## src/rtl/rf_wb_arbiter.sv

```systemverilog
// Register-file writeback arbiter: round-robin EXU/LSU sharing of the single
// RF write port, plus a per-register busy scoreboard that stalls issue on RAW/WAW.
module rf_wb_arbiter #(
   parameter int DATA_WIDTH  = 32,
   parameter int REG_NUM     = 32,
   parameter int REG_NUM_BIT = 5
) (
   input  logic                   clk,
   input  logic                   rst,
   input  logic                   exu_valid,
   input  logic [REG_NUM_BIT-1:0] exu_rd,
   input  logic [DATA_WIDTH-1:0]  exu_data,
   output logic                   exu_ready,
   input  logic                   lsu_valid,
   input  logic [REG_NUM_BIT-1:0] lsu_rd,
   input  logic [DATA_WIDTH-1:0]  lsu_data,
   output logic                   lsu_ready,
   input  logic                   iss_valid,
   input  logic                   iss_rd_en,
   input  logic [REG_NUM_BIT-1:0] iss_rd,
   input  logic [REG_NUM_BIT-1:0] iss_rs1,
   input  logic [REG_NUM_BIT-1:0] iss_rs2,
   output logic                   iss_stall,
   output logic                   rf_wen,
   output logic [REG_NUM_BIT-1:0] rf_waddr,
   output logic [DATA_WIDTH-1:0]  rf_wdata,
   output logic [REG_NUM-1:0]     busy_vec,
   output logic                   wb_err
);

   logic                   last_lsu;
   logic                   exu_gnt;
   logic                   lsu_gnt;
   logic                   hs;
   logic                   wb_live;
   logic [REG_NUM_BIT-1:0] wb_rd;
   logic [DATA_WIDTH-1:0]  wb_data;
   logic [REG_NUM-1:0]     busy_d;
   logic                   iss_fire;

   // On a tie, the side that did not win last time gets the port
   always_comb begin
      exu_gnt = exu_valid & (~lsu_valid | last_lsu);
      lsu_gnt = lsu_valid & (~exu_valid | ~last_lsu);
   end

   assign exu_ready = exu_gnt;
   assign lsu_ready = lsu_gnt;
   assign hs        = exu_gnt | lsu_gnt;
   assign wb_rd     = lsu_gnt ? lsu_rd : exu_rd;
   assign wb_data   = lsu_gnt ? lsu_data : exu_data;
   assign wb_live   = hs & (wb_rd != '0);

   assign iss_stall = iss_valid & (busy_vec[iss_rs1] | busy_vec[iss_rs2]
                    | (iss_rd_en & busy_vec[iss_rd]));
   assign iss_fire  = iss_valid & iss_rd_en & ~iss_stall & (iss_rd != '0);

   // Set after clear so a (stall-prevented) collision keeps the bit busy
   always_comb begin
      busy_d = busy_vec;
      if (rf_wen) busy_d[rf_waddr] = 1'b0;
      if (iss_fire) busy_d[iss_rd] = 1'b1;
      busy_d[0] = 1'b0;
   end

   always_ff @(posedge clk or posedge rst) begin
      if (rst) begin
         last_lsu <= 1'b1;
         rf_wen   <= 1'b0;
         rf_waddr <= '0;
         rf_wdata <= '0;
         busy_vec <= '0;
         wb_err   <= 1'b0;
      end else begin
         if (hs) last_lsu <= lsu_gnt;
         rf_wen   <= wb_live;
         if (wb_live) begin
            rf_waddr <= wb_rd;
            rf_wdata <= wb_data;
         end
         busy_vec <= busy_d;
         if (wb_live & ~busy_vec[wb_rd]) wb_err <= 1'b1;
      end
   end

endmodule

```

## config.mk

```make
export PLATFORM = sky130hd
export DESIGN_NAME = rf_wb_arbiter
export DESIGN_NICKNAME = d
export VERILOG_FILES = /design/src/rtl/rf_wb_arbiter.sv
export SDC_FILE = /design/constraint.sdc
export NUM_CORES = 1
export LEC_CHECK = 0
export ABC_AREA = 1
export CORE_AREA = 4 4 110 112
export CTS_CLUSTER_DIAMETER = 30
export DETAILED_ROUTE_END_ITERATION = 8
export DIE_AREA = 0 0 114 116
export PLACE_DENSITY = 0.77
export SETUP_SLACK_MARGIN = 0.3
export SLEW_MARGIN = 30
export SYNTH_ARGS = -nofsm -noshare
export SYNTH_HDL_FRONTEND = slang
export SYNTH_SLANG_ARGS = --single-unit
```

## constraint.sdc

```tcl
create_clock -name clk -period 2.8 [get_ports clk]
set_input_delay 0.7 -clock clk [delete_from_list [all_inputs] [get_ports clk]]
set_output_delay 0.7 -clock clk [all_outputs]
set_load 0.02 [all_outputs]
```

==> impl_results.md <==
* Pwr Total at between 6 and 7 mW
* Setup Viol. Count Final at 0
* Worst EP required at between 2 and 2.5 ns
* YS warnings at 0
* First-pass GRT wire length at a little under 30000 um
* Worst setup SP type: input port
* DRC Markers at 0
* Layout Utilization at 0.6751
* Crit path arrival time at approximately 1.9 ns
* VDD IR max at roughly 0.57 mV
* Via count at between 5000 and 6000
* Critical path fanouts, max at 4
* Worst r2r dst: busy_vec[15]
* I/O pin count at 169
* # rows at 39
* Insertion delay to the later sink of the worst-skew pair at 0.33 ns
* H-tree levels at 3
* Worst Reg-to-Reg Cells at 14
* Chip height at ~120 um
* Number of distinct library cells after synthesis at 28
* Cell count after synthesis at about 750
* Final Cycle Share at 0.9375
* Max Cap Viol at 0
* R2R Path Start: busy_vec[20]
* Core ar. at roughly 11000 um^2
* Area leader, netlist: dfrtp_1
* Leak Pwr at 3.537 nW
* Initial antenna violation count at 0
* Hold Fails Final Rpt at 0
* Yosys top cell area share at 0.3645
* CTS buffer count at 9
* Layout cells sized above 1 at 0.1553
* Sequential share of the synthesized area at 0.3700
* Total GRT Usage at 0.2818
* CTS tree: done
* Power Density at between 800 and 900 nW/um^2
* Max Clock Freq at around 380 MHz
* Post-synth net total at between 800 and 900
* IO Port Bufs at ~170
* CP Class: in -> out
* CTS max path bufs at 2
* RSZ-0062 raised after global routing: true
* Clock sink count at 71
* Fin cells at approximately 1100
* R2r setup slk at ~0.77 ns
* Top cells by area, synth: dfrtp_1 (36%), nand2_1 (20%), nand3_1 (13%)
* Routed Wire Length at about 19000 um
* Area Growth Syn to Fin at 57.67%
* Mapped Area at just under 5000 um^2
* DP Area at 6902 um^2
* Gr ovfl total at 0
* Detail Placement HPWL at approximately 13000 um
* CTS root buffer: clkbuf_16
* Most frequent cells in the layout: nand2_1 (258), clkdlybuf4s50_1 (151), nand3_1 (123)
* ANT cells at 0
* Most common cell after layout, fill and taps aside: nand2_1
* WL/cell at approximately 17 um
* Flops & latches, synth at between 70 and 80
* DR pass1 iterations at 6
* Largest net degree at the start of global routing at between 70 and 80
* First DRT Iteration DRCs at 586
* Slew Viols, Final at 0
* DIE WIDTH at ~110 um
* Reg clk slew, reported paths at about 0.060 ns
* Worst Setup EP: iss_stall
* Post-DR vias/cell at between 5 and 6
* GP Congestion at just under 1
* Launch point of the worst path: iss_rd[3]
* Dpl cells at roughly 1100
* DIE AREA at 13220 um^2
* Setup Skew at 0.005439 ns
* Post-route antenna net violation count at 0
* Worst min path class: reg -> reg
* Fin crit period at 2.625 ns
* Final instance area at ~7600 um^2
* Nature of the critical path endpoint: output pin
* Vias in the first global route at 5659
* Syn avg cell area at 6.416 um^2
* Status: completed
* Nets at 1056
* Initial core utilization at 0.4282
-- synthesized netlist by cell type --
cell and count:
nand4_2 1, conb_1 1, nand2_2 3, buf_4 8
inv_2 5, nor2_1 72, o211ai_1 7, or2_2 1
nand3b_1 4, o21a_1 1, buf_6 6, clkbuf_1 10
nor3_1 8, o21ai_2 1, dfrtp_1 70, o21ai_0 47
a31oi_1 32, inv_1 66, nand2_1 261, buf_1 2
dfstp_2 1, o21ai_1 1, a21boi_1 1, or2_1 1
nor2_2 2, nand3_1 125, buf_2 11, nand2_4 1
-- layer usage --
metal,vias up,GRT usage,share of wire
li1,2853,-,-
met5,-,0,0
met1,2690,0.3593,0.38
met2,363,0.4426,0.45
met4,0,0.1584,0.054
met3,75,0.06475,0.12
-- registers in the layout (all words and copies together) (netlist names) --
signal    flops
busy_vec     31
last_lsu      1
rf_waddr      5
rf_wdata     32
rf_wen        1
wb_err        1
-- stage by stage --
stage / setup TNS, ns / setup slack (ns) / hold slack (ns)
finish: 0 / 0.1751 / 0.4861
global route: 0 / 0.1190 / 0.5072
detailed placement: -0.8331 / -0.6971 / 0.4696
CTS: 0 / 0.2414 / 0.4836
global placement: -0.7158 / -0.7158 / 0.4700
floorplan: 0 / 0.3050 / 0.4714
-- how the worst min path moves through the flow --
stage	start	end	slack, ns	depth (start not counted)
after floorplan	last_lsu	last_lsu	0.47	2
after global placement	wb_err	wb_err	0.47	1
after detailed placement	wb_err	wb_err	0.47	1
after CTS	wb_err	wb_err	0.48	1
after global routing	wb_err	wb_err	0.51	1
final	wb_err	wb_err	0.49	1
-- logic make-up (layout without fill, tap and decap cells) --
family | after synthesis | after routing | synth area share
AOI/OAI and AO/OA | 90 | 90 | 0.1075
buffers and inverters | 108 | 325 | 0.1028
DFF | 71 | 71 | 0.3700
other | 1 | 1 | 0.0007803
and+or+nand+nor | 479 | 479 | 0.4189
-- layout make-up --
cell class	instances	area [um^2]
clock buffers	11	242.7
clock inverters	5	57.56
fillers	930	3646
inverters	71	287.8
multi-input cells	570	2685
flip-flops and latches	71	1780
well taps	143	178.9
repair buffers	238	2345
-- critical path, stage by stage --
cell,delay (ns)
buf_12,0.10
buf_4,0.17
nor3_4,0.23
nand2_1,0.10
nand2_1,0.09
nor2_2,0.04
a21boi_2,0.20
o21ai_4,0.10
inv_2,0.07
buf_6,0.11
-- where the power goes --
part	total (mW)	internal [mW]	leakage, nW	switching [mW]
Combinational	3.16	1.36	2.58	1.80
Sequential	1.78	1.36	0.823	0.422
Clock	1.14	0.712	0.138	0.432
-- what timing repair did --
item                                    CTS  global route
pin swaps                                23            19
setup buffers                            11             3
resized for setup                       106            36
hold buffers                              0             0
endpoints found under the setup margin    5            28
gates cloned                              4             0
(Power assumes the default switching activity.)
